## src/rtl/tree_cmd_front.sv

```systemverilog
// tree_cmd_front: command front end for the switch/button search tree.
// Debounces the find (k0) and insert (k1) buttons, captures the 4-bit switch
// key on each clean press, and queues {op, key} commands in a 4-deep FWFT
// queue read by the tree stage over a valid/ready handshake.
//
// Optional feature macro: TREE_CMD_SYNC_EN
//   defined   -> k0, k1 and sw pass through a 2-flop synchroniser first
//   undefined -> pins are used directly (assumed synchronous to clk)
//
// Ports:
//   clk        in   system clock, rising edge
//   rst        in   asynchronous active-high reset
//   k0         in   raw find button (active high)
//   k1         in   raw insert button (active high)
//   sw[3:0]    in   raw key switches
//   cmd_valid  out  queue head valid (queue not empty)
//   cmd_op     out  head opcode, 0 = find, 1 = insert
//   cmd_key    out  head key
//   cmd_ready  in   consumer accepts head this cycle
//   q_count    out  entries held, 0..4
//   q_full     out  q_count == 4
//   drop_cnt   out  discarded presses, saturating at 15
module tree_cmd_front #(
  parameter int unsigned DEB_CYCLES = 50000
) (
  input  logic       clk,
  input  logic       rst,
  input  logic       k0,
  input  logic       k1,
  input  logic [3:0] sw,
  output logic       cmd_valid,
  output logic       cmd_op,
  output logic [3:0] cmd_key,
  input  logic       cmd_ready,
  output logic [2:0] q_count,
  output logic       q_full,
  output logic [3:0] drop_cnt
);

  localparam int unsigned CNT_W  = 16;
  localparam int unsigned KEY_W  = 4;
  localparam int unsigned PTR_W  = 2;
  localparam int unsigned DEPTH  = 4;
  localparam int unsigned CNT_QW = 3;
  localparam int unsigned DROP_W = 4;

  localparam logic [CNT_W-1:0]  CNT_LAST  = CNT_W'(DEB_CYCLES - 1);
  localparam logic [CNT_QW-1:0] CNT_FULL  = CNT_QW'(DEPTH);
  localparam logic [DROP_W-1:0] DROP_SAT  = '1;

  typedef struct packed {
    logic             op;
    logic [KEY_W-1:0] key;
  } cmd_t;

  // Samples seen by the debouncers and the key capture
  logic [1:0]       key_s;
  logic [KEY_W-1:0] sw_s;

`ifdef TREE_CMD_SYNC_EN
  // Two-flop synchroniser; sw travels with the buttons so the captured key
  // is aligned with the debouncer samples.
  logic [KEY_W+1:0] sync1_q;
  logic [KEY_W+1:0] sync2_q;

  always_ff @(posedge clk or posedge rst) begin
    if (rst) begin
      sync1_q <= '0;
      sync2_q <= '0;
    end else begin
      sync1_q <= {sw, k1, k0};
      sync2_q <= sync1_q;
    end
  end

  assign key_s = sync2_q[1:0];
  assign sw_s  = sync2_q[KEY_W+1:2];
`else
  assign key_s = {k1, k0};
  assign sw_s  = sw;
`endif

  // One debouncer per button; press[g] pulses in the cycle whose edge flips
  // the stable level from 0 to 1, so the push happens on that same edge.
  logic [1:0] press;

  for (genvar g = 0; g < 2; g++) begin : g_deb
    logic             st_q;
    logic             st_d;
    logic [CNT_W-1:0] cnt_q;
    logic [CNT_W-1:0] cnt_d;

    always_comb begin
      st_d  = st_q;
      cnt_d = cnt_q;
      if (key_s[g] == st_q) begin
        cnt_d = '0;
      end else if (cnt_q == CNT_LAST) begin
        st_d  = ~st_q;
        cnt_d = '0;
      end else begin
        cnt_d = cnt_q + CNT_W'(1);
      end
    end

    always_ff @(posedge clk or posedge rst) begin
      if (rst) begin
        st_q  <= 1'b0;
        cnt_q <= '0;
      end else begin
        st_q  <= st_d;
        cnt_q <= cnt_d;
      end
    end

    assign press[g] = st_d & ~st_q;
  end

  // Queue state
  cmd_t              mem_q [DEPTH];
  logic [PTR_W-1:0]  wr_ptr_q, wr_ptr_d;
  logic [PTR_W-1:0]  rd_ptr_q, rd_ptr_d;
  logic [CNT_QW-1:0] count_q, count_d;
  logic              valid_q, valid_d;
  logic              full_q, full_d;
  cmd_t              head_q, head_d;
  logic [DROP_W-1:0] drop_q, drop_d;

  logic              pop;
  logic              push_req;
  logic              wr_en;
  logic              drop_both;
  logic              drop_full;
  cmd_t              push_cmd;
  logic [DROP_W:0]   drop_sum;

  // Push/pop arbitration, pointer/count update and head tracking
  always_comb begin
    pop       = valid_q & cmd_ready;
    push_req  = press[1] | press[0];
    push_cmd  = '{op: press[1], key: sw_s};
    drop_both = press[1] & press[0];
    wr_en     = push_req & (~full_q | pop);
    drop_full = push_req & full_q & ~pop;

    wr_ptr_d  = wr_ptr_q;
    rd_ptr_d  = rd_ptr_q;
    count_d   = count_q;
    head_d    = head_q;

    if (wr_en) begin
      wr_ptr_d = wr_ptr_q + PTR_W'(1);
    end
    if (pop) begin
      rd_ptr_d = rd_ptr_q + PTR_W'(1);
    end

    case ({wr_en, pop})
      2'b10:   count_d = count_q + CNT_QW'(1);
      2'b01:   count_d = count_q - CNT_QW'(1);
      default: count_d = count_q;
    endcase

    // The written entry is not in mem_q yet, so a push that becomes the new
    // head is forwarded into the head register directly.
    if (wr_en && ((count_q == '0) || ((count_q == CNT_QW'(1)) && pop))) begin
      head_d = push_cmd;
    end else if (pop && (count_q >= CNT_QW'(2))) begin
      head_d = mem_q[rd_ptr_d];
    end

    valid_d = (count_d != '0);
    full_d  = (count_d == CNT_FULL);

    drop_sum = (DROP_W+1)'(drop_q) + (DROP_W+1)'(drop_both) + (DROP_W+1)'(drop_full);
    drop_d   = (drop_sum > (DROP_W+1)'(DROP_SAT)) ? DROP_SAT : drop_sum[DROP_W-1:0];
  end

  always_ff @(posedge clk or posedge rst) begin
    if (rst) begin
      wr_ptr_q <= '0;
      rd_ptr_q <= '0;
      count_q  <= '0;
      valid_q  <= 1'b0;
      full_q   <= 1'b0;
      head_q   <= '0;
      drop_q   <= '0;
    end else begin
      wr_ptr_q <= wr_ptr_d;
      rd_ptr_q <= rd_ptr_d;
      count_q  <= count_d;
      valid_q  <= valid_d;
      full_q   <= full_d;
      head_q   <= head_d;
      drop_q   <= drop_d;
    end
  end

  // Storage needs no reset: entries are only read once count covers them.
  always_ff @(posedge clk) begin
    if (wr_en) begin
      mem_q[wr_ptr_q] <= push_cmd;
    end
  end

  assign cmd_valid = valid_q;
  assign cmd_op    = head_q.op;
  assign cmd_key   = head_q.key;
  assign q_count   = count_q;
  assign q_full    = full_q;
  assign drop_cnt  = drop_q;

endmodule

```

## config.mk

```make
export PLATFORM = sky130hd
export DESIGN_NAME = tree_cmd_front
export DESIGN_NICKNAME = d
export VERILOG_FILES = /design/src/rtl/tree_cmd_front.sv
export SDC_FILE = /design/constraint.sdc
export NUM_CORES = 1
export LEC_CHECK = 0
export ABC_AREA = 1
export CAP_MARGIN = 25
export CORE_UTILIZATION = 30
export DETAILED_ROUTE_END_ITERATION = 8
export GPL_ROUTABILITY_DRIVEN = 0
export GPL_TIMING_DRIVEN = 0
export HOLD_SLACK_MARGIN = 0.1
export PLACE_DENSITY = 0.54
export SYNTH_ARGS = -nofsm -noshare
export SYNTH_HDL_FRONTEND = slang
export SYNTH_SLANG_ARGS = --single-unit
```

## constraint.sdc

```tcl
create_clock -name clk -period 2 [get_ports clk]
set_input_delay 0.4 -clock clk [delete_from_list [all_inputs] [get_ports clk]]
set_output_delay 0.4 -clock clk [all_outputs]
set_load 0.01 [all_outputs]
```

==> results.txt <==
# port buffers: 22
Crit path buf inv count: 1
Total wire length: 8430 um
Fin crit period: 2.01 ns
Most common cell after layout, fill and taps aside: nand2_1
Setup Viol. Count Final: 1
Drt drc: 0
Post-CTS Hold Fix Bufs: 0
Remaining Overflow, GRT: 0
CTS Buf Count: 9
Final critical-path share of the clock period: 100%
Final setup skew: 0.00627 ns
Fin util: 41.5%
Core ar.: 12200 um^2
Fin. max-slew vios: 0
Ys Warns: 0
Rel. slew slack: 61.9%
Worst path cell trace: nor2_2 -> nand3_2 -> nor2_4 -> nand4_4 -> nand2_4 -> nand2_8 -> ha_4 -> nor2_1 -> a32oi_2 -> inv_2 -> nor3_2
Routed Antenna Nets: 0
RSZ-0062 raised after global routing: true
CTS tree: done
Cell count after placement: 636
Worst path required time: 2.25 ns
PnR worst setup slack: -0.00858 ns
Fmax achieved: 0.498 GHz
Clock root buffer master: clkbuf_16
Worst skew pair latency: 0.33 ns
Peak supply drop: 0.371 mV
DRT iter0 DRCs: 144
Most frequent cells in the layout: nand2_1 (89), inv_1 (58), dfrtp_1 (48)
Via count: 3171
Syn-to-layout area delta: 32.6%
Critical Path Fanout Max: 6
Global-route wire length before repair: 13900 um
Failing checks: negative setup slack
Kind of critical path: reg -> reg
Final hold vios: 0
Starting Density: 31.3%
Share of layout cells above drive strength 1: 22.4%
Status: finished with violations
PD cells: 927 nW/um^2
DR pass1 iterations: 4
Least-Margin Pin Slew: 0.572 ns
Met2 GRT Util: 23.2%
Hold/Removal Path Class: in -> async
Leakage: 2.22 nW
Detailed placement HPWL: 5760 um
Met3 GRT Util: 3.97%
CP top delay family: simple AND/OR/NAND/NOR gates
Count of cell types in the netlist: 31
MaxCap Viol Count: 0
Met1 Resource Use GR: 16.4%
Max stage delay on crit path: 0.40 ns
Die span in x: 115 um
CTS H-tree lvls: 3
Vias in the first global route: 3074
Synth Instances: 445
Max Buffers Root-to-Sink: 2
Fillers: 1211
CP endpoint kind: register
Total GRT Usage: 13.7%
Via/cell ratio: 4.62
GRT Max-Usage Layer: met2
Post-synthesis register bit count: 72
Synthesized Nets: 468
Die area: 13100 um^2
Sequential share of the synthesized area: 50.0%
WL/cell: 12.3 um
Layout Cells excl Fill: 686
Pin count of the biggest net entering global routing: 41
I/O pins: 23
Nets@finish: 536
Height of the die: 115 um
CTS Sinks: 72
Mapped Area: 3800 um^2
Syn Area/Cell: 8.54 um^2
Critical Path Slowest Stage Cell: dfrtp_1
Clock transition at path regs: 0.06 ns
# rows: 40
Initial antenna violation count: 0
Crit start category: register
Arrival time of the worst setup path: 2.26 ns
Antenna diode count: 0
## metal layers
| layer | routed length [um] | part of all wire (%) |
|---|---|---|
| met4 | 114 | 1.4 |
| met3 | 360 | 4.3 |
| met2 | 4150 | 49 |
| met5 | 0 | 0 |
| met1 | 3800 | 45 |
## final cells by class
class	instances	area, um^2	share of cell area [%]
Clock buffer	10	239	4.74
Multi-Input combinational cell	302	1840	36.5
Timing Repair Buffer	57	507	10.1
Sequential cell	72	1910	37.8
Tap cell	168	210	4.17
Inverter	71	272	5.39
Clock inverter	6	66.3	1.32
## timing repair
action | in CTS | in global routing
setup endpoints to repair | 29 | 38
pin swaps | 15 | 16
setup buffers | 27 | 7
resized for setup | 21 | 37
## report_power, final
group	total [W]	internal (W)	switching [W]
combinational	0.00129	0.000531	0.000762
clock	0.00162	0.00100	0.000617
sequential	0.00176	0.00166	0.000108
## synth_stat cells
| library cell | count | area share (%) |
|---|---|---|
| o21a_1 | 2 | 0.39 |
| or2_1 | 1 | 0.16 |
| nand2_1 | 96 | 9.5 |
| nor2_4 | 2 | 0.59 |
| nand2_4 | 2 | 0.59 |
| edfxtp_1 | 20 | 16 |
| nor2_2 | 2 | 0.33 |
| fa_1 | 1 | 0.53 |
| a21oi_1 | 17 | 2.2 |
| nand3_1 | 33 | 4.3 |
| nand4_1 | 11 | 1.8 |
| ha_1 | 13 | 4.3 |
| o21bai_1 | 1 | 0.20 |
| nor3_1 | 13 | 1.7 |
| inv_2 | 6 | 0.59 |
| a31oi_1 | 2 | 0.33 |
| a32oi_1 | 1 | 0.23 |
| dfrtp_1 | 52 | 34 |
| o21ai_0 | 12 | 1.6 |
| nand4_4 | 1 | 0.56 |
| nand2_2 | 5 | 0.82 |
| xor2_1 | 10 | 2.3 |
| nor4_1 | 5 | 0.82 |
| o211ai_1 | 2 | 0.39 |
| o21ai_1 | 4 | 0.53 |
| xnor2_1 | 3 | 0.69 |
| nor3_2 | 3 | 0.79 |
| inv_1 | 65 | 6.4 |
| nand3_4 | 3 | 1.4 |
| nor2_1 | 56 | 5.5 |
| nand4_2 | 1 | 0.33 |
## stage by stage
stage	power (W)	cell area, um^2	worst slack, ns	hold WS (ns)	setup TNS (ns)
global route	0.00496	5040	-0.141	0.367	-0.660
floorplan	0.00249	3850	0.00190	0.456	0
finish	0.00467	5040	-0.00858	0.339	-0.00858
detailed placement	0.00293	4300	-0.615	0.491	-12.17
global placement	0.00290	4280	-0.732	0.491	-48.89
CTS	0.00465	4870	-0.0479	0.339	-0.0714
## sequential cells by signal (all words and copies together) (netlist names), 2 cells and up
register and count:
cmd_key 4, drop_cnt 4, mem_q 20, q_count 3, wr_ptr_q 2, g_deb.st_q 2, g_deb.cnt_q 32, rd_ptr_q 2
## worst reg2reg max path, cell delays in order, from the launching register on
cell,delay (ns)
dfrtp_1,0.40
nor2_2,0.16
nand3_2,0.12
nor2_4,0.12
nand4_4,0.11
nand2_4,0.13
nand2_8,0.08
ha_4,0.30
nor2_1,0.06
a32oi_2,0.26
inv_2,0.06
nor3_2,0.14
## logic make-up after synthesis
| group | synth area share, % |
|---|---|
| flops | 50.0 |
| fa+ha+maj | 4.81 |
| buf+inv | 7.01 |
| compound gates | 5.89 |
| simple gates | 29.3 |
| xor+xnor | 3.00 |
## path summary, 6_finish.rpt
check,depth (start not counted),startpoint,slack [ns],to
max,11,g_deb[0].cnt_q[5],-0.009,q_full
min,2,rst,0.34,g_deb[1].cnt_q[4]
max reg2reg,11,g_deb[0].cnt_q[5],-0.009,q_full
min reg2reg,2,cmd_key[2],0.51,cmd_key[2]
max in group asynchronous,3,rst,1.14,g_deb[1].cnt_q[12]
min in group clk,2,cmd_key[2],0.51,cmd_key[2]
Note: power is estimated with default switching activity, not from simulation.
